File: src/rtl/rr_mux4_arbiter8_pkg.sv
// Shared types, constants and the round-robin pick function for the
// four-source bursting arbiter.
package rr_mux4_arbiter8_pkg;

    localparam int NREQ              = 4;
    localparam int DEFAULT_MAX_BURST = 4;

    typedef enum logic {
        IDLE = 1'b0,
        OWN  = 1'b1
    } state_t;

    typedef struct packed {
        logic       found;
        logic [1:0] idx;
    } pick_t;

    // Scan ptr+1, ptr+2, ptr+3, ptr (mod 4), optionally skipping mask_idx.
    function automatic pick_t rr_pick(input logic [NREQ-1:0] req,
                                      input logic [1:0]      ptr,
                                      input logic [1:0]      mask_idx,
                                      input logic            mask_en);
        pick_t      pick;
        logic [1:0] cand;
        pick = '0;
        for (int i = 1; i <= NREQ; i++) begin
            cand = ptr + 2'(i);
            if (!pick.found && req[cand] && !(mask_en && (cand == mask_idx))) begin
                pick.found = 1'b1;
                pick.idx   = cand;
            end
        end
        return pick;
    endfunction

endpackage

File: src/rtl/mux4to18bit.sv
// 8-bit 4:1 multiplexer; sel 0..3 selects d1..d4.
module mux4to18bit (
    input  logic [7:0] d1,
    input  logic [7:0] d2,
    input  logic [7:0] d3,
    input  logic [7:0] d4,
    input  logic [1:0] sel,
    output logic [7:0] out
);

    always_comb begin
        case (sel)
            2'd0:    out = d1;
            2'd1:    out = d2;
            2'd2:    out = d3;
            default: out = d4;
        endcase
    end

endmodule

File: src/rtl/rr_mux4_arbiter8.sv
// Round-robin arbiter granting bursts of up to MAX_BURST beats to one of four
// 8-bit sources and steering that source onto a single valid-gated bus.
module rr_mux4_arbiter8
    import rr_mux4_arbiter8_pkg::*;
#(
    parameter int MAX_BURST = DEFAULT_MAX_BURST
) (
    input  logic       clk,
    input  logic       rst,
    input  logic [3:0] req,
    input  logic [7:0] d1,
    input  logic [7:0] d2,
    input  logic [7:0] d3,
    input  logic [7:0] d4,
    output logic [3:0] grant,
    output logic [1:0] sel,
    output logic [7:0] out,
    output logic       out_valid,
    output logic       busy
);

    localparam int              CNT_W     = $clog2(MAX_BURST + 1);
    localparam logic [CNT_W-1:0] LAST_BEAT = CNT_W'(MAX_BURST - 1);

    state_t           state_q, state_d;
    logic [3:0]       grant_q, grant_d;
    logic [1:0]       sel_q, sel_d;
    logic [1:0]       ptr_q, ptr_d;
    logic [CNT_W-1:0] cnt_q, cnt_d;
    logic [7:0]       mux_out;
    logic             owner_req;
    logic             release_now;
    pick_t            pick;

    assign owner_req = req[sel_q];
    // While owning, the current owner is masked so it gets lowest priority at handover.
    assign pick      = rr_pick(req, ptr_q, sel_q, state_q == OWN);

    always_ff @(posedge clk or posedge rst) begin
        if (rst) begin
            state_q <= IDLE;
            grant_q <= '0;
            sel_q   <= '0;
            ptr_q   <= 2'd3;
            cnt_q   <= '0;
        end else begin
            state_q <= state_d;
            grant_q <= grant_d;
            sel_q   <= sel_d;
            ptr_q   <= ptr_d;
            cnt_q   <= cnt_d;
        end
    end

    always_comb begin
        state_d     = state_q;
        grant_d     = grant_q;
        sel_d       = sel_q;
        ptr_d       = ptr_q;
        cnt_d       = cnt_q;
        release_now = 1'b0;
        case (state_q)
            IDLE: begin
                if (pick.found) begin
                    state_d = OWN;
                    sel_d   = pick.idx;
                    ptr_d   = pick.idx;
                    grant_d = 4'b0001 << pick.idx;
                    cnt_d   = '0;
                end
            end
            OWN: begin
                release_now = !owner_req || (cnt_q == LAST_BEAT);
                if (!release_now) begin
                    cnt_d = cnt_q + 1'b1;
                end else if (pick.found) begin
                    sel_d   = pick.idx;
                    ptr_d   = pick.idx;
                    grant_d = 4'b0001 << pick.idx;
                    cnt_d   = '0;
                end else if (owner_req) begin
                    cnt_d = '0;
                end else begin
                    state_d = IDLE;
                    grant_d = '0;
                    cnt_d   = '0;
                end
            end
            default: state_d = IDLE;
        endcase
    end

    mux4to18bit u_mux (
        .d1  (d1),
        .d2  (d2),
        .d3  (d3),
        .d4  (d4),
        .sel (sel_q),
        .out (mux_out)
    );

    always_comb begin
        busy      = (state_q == OWN);
        out_valid = busy && owner_req;
        out       = out_valid ? mux_out : 8'h00;
        grant     = grant_q;
        sel       = sel_q;
    end

    grant_onehot_a: assert property (@(posedge clk) disable iff (rst)
        $onehot0(grant_q) && ((state_q != OWN) || grant_q[sel_q]));

endmodule

File: config.mk
export PLATFORM = sky130hd
export DESIGN_NAME = rr_mux4_arbiter8
export DESIGN_NICKNAME = d
export VERILOG_FILES = /design/src/rtl/rr_mux4_arbiter8_pkg.sv /design/src/rtl/mux4to18bit.sv /design/src/rtl/rr_mux4_arbiter8.sv
export SDC_FILE = /design/constraint.sdc
export NUM_CORES = 1
export LEC_CHECK = 0
export ABC_AREA = 1
export CAP_MARGIN = 40
export CORE_MARGIN = 4
export CORE_UTILIZATION = 47
export CTS_CLUSTER_SIZE = 28
export DETAILED_ROUTE_END_ITERATION = 10
export PLACE_DENSITY_LB_ADDON = 0.1
export SYNTH_ARGS = -nofsm -noshare
export SYNTH_HDL_FRONTEND = slang
export SYNTH_SLANG_ARGS = --single-unit
File: constraint.sdc
create_clock -name clk -period 4.8 [get_ports clk]
set_input_delay 1.2 -clock clk [delete_from_list [all_inputs] [get_ports clk]]
set_output_delay 1.2 -clock clk [all_outputs]
set_load 0.05 [all_outputs]
==> out/summary.txt, run 1 <==
most frequent CP cell: clkdlybuf4s50_1
status: finished clean
Port Buf Inserts: 53
DRT Wirelength: 3940 um
n_diodes: 0
worst hold path class: flip-flop to flip-flop
Die H: 62.0 um
area share of the largest cell type after synthesis: 18.2%
setup tns final: 0 ns
All-Layer GR Usage: 22.5%
main area contributors after synthesis: dfrtp_1 (18%), nand2_1 (14%), nand3_1 (9.1%)
Yosys Warn Count: 0
endpoints failing setup: 0
register area share after synthesis: 22.1%
Mapped Nets: 228
first-pass GRT wire length: 6400 um
dpl ws: 0.338 ns
asr flop ratio synth: 100%
Max Fclk: 225 MHz
final-report max-slew violation count: 0
CTS Sinks: 12
CTS tree: built
core area: 2780 sq um
vias after detailed routing: 1462
CP cell instances: clkdlybuf4s50_1, inv_1, o2111ai_4, nand2_4, inv_2, o21ai_1, a21oi_1, clkdlybuf4s50_1
post-cts repair resize count: 0
Cells after DPL: 268
fraction of layout cells with a size suffix above 1: 23.7%
WP data arrival: 3.25 ns
Post-Layout Inst Area: 1940 sq um
Layout area overhead: 41.3%
Mapped Area: 1370 sq um
most frequent cells in the layout: clkdlybuf4s50_1 (53), nand2_1 (51), nand3_1 (25), nand2_2 (14)
Max Cap Viol: 0
period utilization: 92.6%
chip width: 62.0 um
grt ovf: 0
largest net degree at the start of global routing: 13
Routed Antenna Nets: 0
commonest non-fill, non-tap cell in the layout: clkdlybuf4s50_1
FP Rows: 19
unrepaired setup endpoints after global routing: false
fin cells: 272
initial antenna violation count: 0
hpwl dp: 3310 um
synthesized area per cell: 7.29 sq um
Critical Path Max Stage Delay: 0.82 ns
CP max-delay cell: clkdlybuf4s50_1
clock slew at reported path FFs: 0.07 ns
skew final: 0.00879 ns
Clock Latency Late Sink: 0.28 ns
DR iter-0 viols: 86
Setup CP Type: input port to primary output
Via density: 5.38
Worst setup EP type: primary output
Cells after Synth: 188
CP delay by family, top: buffers and inverters
area leader, netlist: dfrtp_1
Residual DRC: 0
total CTS buffers: 3
Rel. slew slack: 64.6%
clk buf depth: 2
kind of start point of the critical path: input port
Filler Cell Count: 233
Post-synth EDFFs: 0
Storage cell area: 303 sq um
Setup Fix Bufs, Post-CTS: 0
Least-Margin Pin Slew: 0.529 ns
I/O Pins: 54
register bit total from synthesis: 12
die area: 3850 sq um
vias in the first global route: 1476
Area after DPL: 1900 sq um
initial core utilization: 49.3%
Root Driver: clkbuf_4
# nets final: 282
DRT Pass-1 Iters: 4
area of the multi-input gates: 935 sq um
GP Congestion: 0.855
Synth cell types: 32
H-tree depth: 1
final worst slack: 0.353 ns
CP max FO: 9
Tmin final: 4.45 ns
count of buffer and inverter cells on the critical path: 4
Wirelength per Cell: 14.5 um
Main synth FF type: dfrtp_1
Post-CTS Hold Fix Bufs: 0
final hold vios: 0
WP data required: 3.60 ns
## synth_stat cells, types with 2 or more instances
cell type / n
nand2_4: 11
nor2_2: 3
inv_1: 11
ha_1: 2
o21ai_1: 10
inv_2: 9
nor2_1: 7
dfstp_2: 2
nand2_2: 14
buf_6: 3
nand2_1: 51
a221oi_1: 3
dfrtp_1: 10
nand3_1: 25
nand4_1: 2
a21oi_1: 3
a41oi_1: 5
nand3_2: 3
## metal layers
layer	part of all wire, %	track usage (%)	vias to the layer above	wire length (um)
li1	-	-	731	-
met1	38	24.6	680	1510
met2	54	40.8	43	2140
met5	0	0	-	0
met4	1.5	7.27	0	61
met3	5.7	7.23	8	225
## worst paths after layout
| check | from | endpoint | slack [ns] | depth (start not counted) |
|---|---|---|---|---|
| max in group asynchronous | rst | ptr_q[1] | 3.25 | 2 |
| min in group asynchronous | rst | grant[3] | 1.21 | 2 |
| hold / removal | cnt_q[0] | cnt_q[0] | 0.50 | 1 |
| setup / recovery | req[3] | out[3] | 0.35 | 8 |
| hold reg to reg | cnt_q[0] | cnt_q[0] | 0.50 | 1 |
| setup reg to reg | ptr_q[1] | sel[1] | 2.83 | 12 |
## final cells by class
class	instances	share of cell area (%)
clock buffer	4	1.87
inverter	23	4.91
multi-input combinational	149	48.2
sequential	12	15.6
tap	31	2.00
timing repair buffer	53	27.4
## cells by family (layout without fill, tap and decap cells)
family                     Yosys count  in the layout  synth area share [%]
and+or+nand+nor                    120            120                  50.8
buffers and inverters               27             80                  9.76
AOI/OAI and AO/OA                   25             25                  13.7
DFF                                 12             12                  22.1
adders and majority gates            2              2                  1.82
xor gates and xnor gates             2              2                  1.83
## stage by stage
stage                     hold WS, ns  util, %
after detailed placement        0.491     68.4
final                           0.502     69.7
after global routing            0.545     69.7
after global placement          0.472     68.4
after floorplan                 0.452        -
after CTS                       0.502     69.7
## registers in the layout, indices dropped and copies added (netlist names)
signal  cells
grant       4
ptr_q       2
cnt_q       3
sel         2
busy        1
Power of run 1 is left out: the tool's default activity adds up to more than one toggle a clock period on the data nets, which glitch-free logic cannot reach.
==> run 2, diff against run 1 <==
Settings changed: ABC_CLOCK_PERIOD_IN_PS from default to 4800, CTS_BUF_LIST from default to sky130_fd_sc_hd__clkbuf_8 sky130_fd_sc_hd__clkbuf_16, GPL_TIMING_DRIVEN from default to 0.
==> out/summary.txt, run 2 (same netlist as run 1, synthesis figures left out) <==
status: finished clean
GP Congestion: 0.789 (-7.7%)
Wirelength per Cell: 13.0 um (-10%)
H-tree depth: 1 (unchanged)
largest net degree at the start of global routing: 13 (unchanged)
Max Cap Viol: 0 (unchanged)
Peak VDD IR: 674 uV
CP delay by family, top: buffers and inverters
M2 GR Usage: 36.8% (-4.0 points)
Residual DRC: 0 (unchanged)
Filler Cell Count: 241 (+3.4%)
CTS tree: built
DR iter-0 viols: 79 (-8.1%)
WP data arrival: 3.30 ns (+0.05 ns)
GR Layer Usage met1: 25.2% (+0.60 points)
first-pass GRT wire length: 5950 um (-7.0%)
commonest non-fill, non-tap cell in the layout: clkdlybuf4s50_1
total CTS buffers: 3 (unchanged)
CP cell instances: clkdlybuf4s50_1, inv_1, o2111ai_4, nand2_4, inv_2, o21ai_1, a21oi_1, clkdlybuf4s50_1
Port Buf Inserts: 53 (unchanged)
Least-Margin Pin Slew: 0.517 ns (-0.0115 ns)
area of the multi-input gates: 935 sq um (unchanged)
Cells after DPL: 272 (+1.5%)
Setup Fix Bufs, Post-CTS: 0 (unchanged)
worst hold path class: flip-flop to flip-flop
Clock Latency Late Sink: 0.24 ns (-0.04 ns)
DRT Wirelength: 3580 um (-9.1%)
reg2reg setup slack: 2.97 ns (+0.14 ns)
count of buffer and inverter cells on the critical path: 4 (unchanged)
global-route layer with the greatest usage: met2
Area after DPL: 1940 sq um (+2.0%)
vias in the first global route: 1366 (-7.5%)
post-cts repair resize count: 0 (unchanged)
final-report max-slew violation count: 0 (unchanged)
skew final: 0.00232 ns (-0.00648 ns)
Leak: 0.903 nW
Tmin final: 4.50 ns (+0.0513 ns)
Setup CP Type: input port to primary output
fraction of layout cells with a size suffix above 1: 24.5% (+0.84 points)
fin cells: 276 (+1.5%)
CP max-delay cell: clkdlybuf4s50_1
initial core utilization: 49.3% (unchanged)
Root Driver: clkbuf_8
number of flip-flops in the largest register: 4 (unchanged)
WP data required: 3.60 ns (about the same)
origin of the critical flop-to-flop path: ptr_q[0]
Max Fclk: 222 MHz (-1.1%)
n_diodes: 0 (unchanged)
period utilization: 93.7% (+1.1 points)
CTS Sinks: 12 (unchanged)
setup tns final: 0 ns (unchanged)
chip width: 62.0 um (unchanged)
FP Rows: 19 (unchanged)
hpwl dp: 2990 um (-9.4%)
CP max FO: 9 (unchanged)
Crit. Startpoint: req[3]
# nets final: 286 (+1.4%)
Die H: 62.0 um (unchanged)
Layout area overhead: 44.8%
grt ovf: 0 (unchanged)
I/O Pins: 54 (unchanged)
DRT Pass-1 Iters: 4 (unchanged)
Worst setup EP type: primary output
die area: 3850 sq um (unchanged)
kind of start point of the critical path: input port
Rel. slew slack: 65.4% (+0.77 points)
All-Layer GR Usage: 20.6% (-2.0 points)
Routed Antenna Nets: 0 (unchanged)
Post-CTS Hold Fix Bufs: 0 (unchanged)
M3 GR Usage: 6.61% (-0.62 points)
core area: 2780 sq um (unchanged)
final hold vios: 0 (unchanged)
most frequent CP cell: clkdlybuf4s50_1
min-delay src: cnt_q[0]
vias after detailed routing: 1421 (-2.8%)
Power Dens Cells: 897 nW/um^2
unrepaired setup endpoints after global routing: false
Storage cell area: 303 sq um (unchanged)
endpoints failing setup: 0 (unchanged)
hold_ws: 0.479 ns (-0.0229 ns)
Critical Path Max Stage Delay: 0.83 ns (about the same)
most frequent cells in the layout: clkdlybuf4s50_1 (53), nand2_1 (51), nand3_1 (25), nand2_2 (14), inv_1 (12)
initial antenna violation count: 0 (unchanged)
Post-Layout Inst Area: 1990 sq um (+2.5%)
clock slew at reported path FFs: 0.05 ns (-0.02 ns)
clk buf depth: 2 (unchanged)
Via density: 5.15 (-4.2%)
==> run 2: cell count changes in the layout (fill, tap and decap cells not counted) <==
cell and delta:
clkbuf_8 +2, clkbuf_4 -3, buf_2 +1, buf_6 +3, inv_1 +1
==> run 2: worst register-to-register path: stages, from the launching register on <==
cell and delay [ns]:
dfstp_2 0.53, buf_6 0.15, inv_6 0.07, nand2_1 0.10, nand2_1 0.07, nand2_1 0.07, nand2_1 0.09, a21oi_2 0.17
nand3_1 0.11, nor2_1 0.10, nor2_1 0.06, nand2_1 0.09, nand2_1 0.07, o21ai_1 0.08
==> run 2: stage by stage <==
| stage | setup WS, ns | utilization, % | total power [mW] |
|---|---|---|---|
| global route | 0.215 | 71.4 | 1.93 |
| CTS | 0.302 | 71.4 | 1.80 |
| finish | 0.302 | 71.4 | 1.78 |
| floorplan | 0.885 | - | 1.36 |
| detailed placement | 0.299 | 69.8 | 1.70 |
| global placement | 0.315 | 69.8 | 1.68 |
==> run 2: path summary, 6_finish.rpt <==
path,to,depth (start not counted)
worst max register to register,sel[1],13
worst min-delay path,cnt_q[0],1
max in group asynchronous,ptr_q[0],2
min in group asynchronous,grant[2],2
worst min register to register,cnt_q[0],1
worst max-delay path,out[0],8
==> run 2: final cells by class <==
| cell class | instances | area share [%] |
|---|---|---|
| multi-input cells | 149 | 47.1 |
| repair buffers | 53 | 26.7 |
| flip-flops and latches | 12 | 15.2 |
| inverters | 23 | 4.79 |
| clock buffers | 3 | 2.08 |
| plain buffers | 4 | 1.95 |
| well taps | 31 | 1.95 |
| clock inverters | 1 | 0.189 |
==> run 2: layer usage <==
| metal | wire [um] | share of wire [%] |
|---|---|---|
| met2 | 1830 | 51 |
| met3 | 242 | 6.8 |
| met4 | 0 | 0 |
| met1 | 1510 | 42 |
| met5 | 0 | 0 |
==> run 2: power breakdown <==
part           switching [mW]  total [mW]  leakage (nW)  internal [mW]
logic                   0.993        1.50         0.730          0.511
registers              0.0279       0.183         0.146          0.155
clock network          0.0366      0.0930        0.0269         0.0563
(Power assumes the default switching activity.)
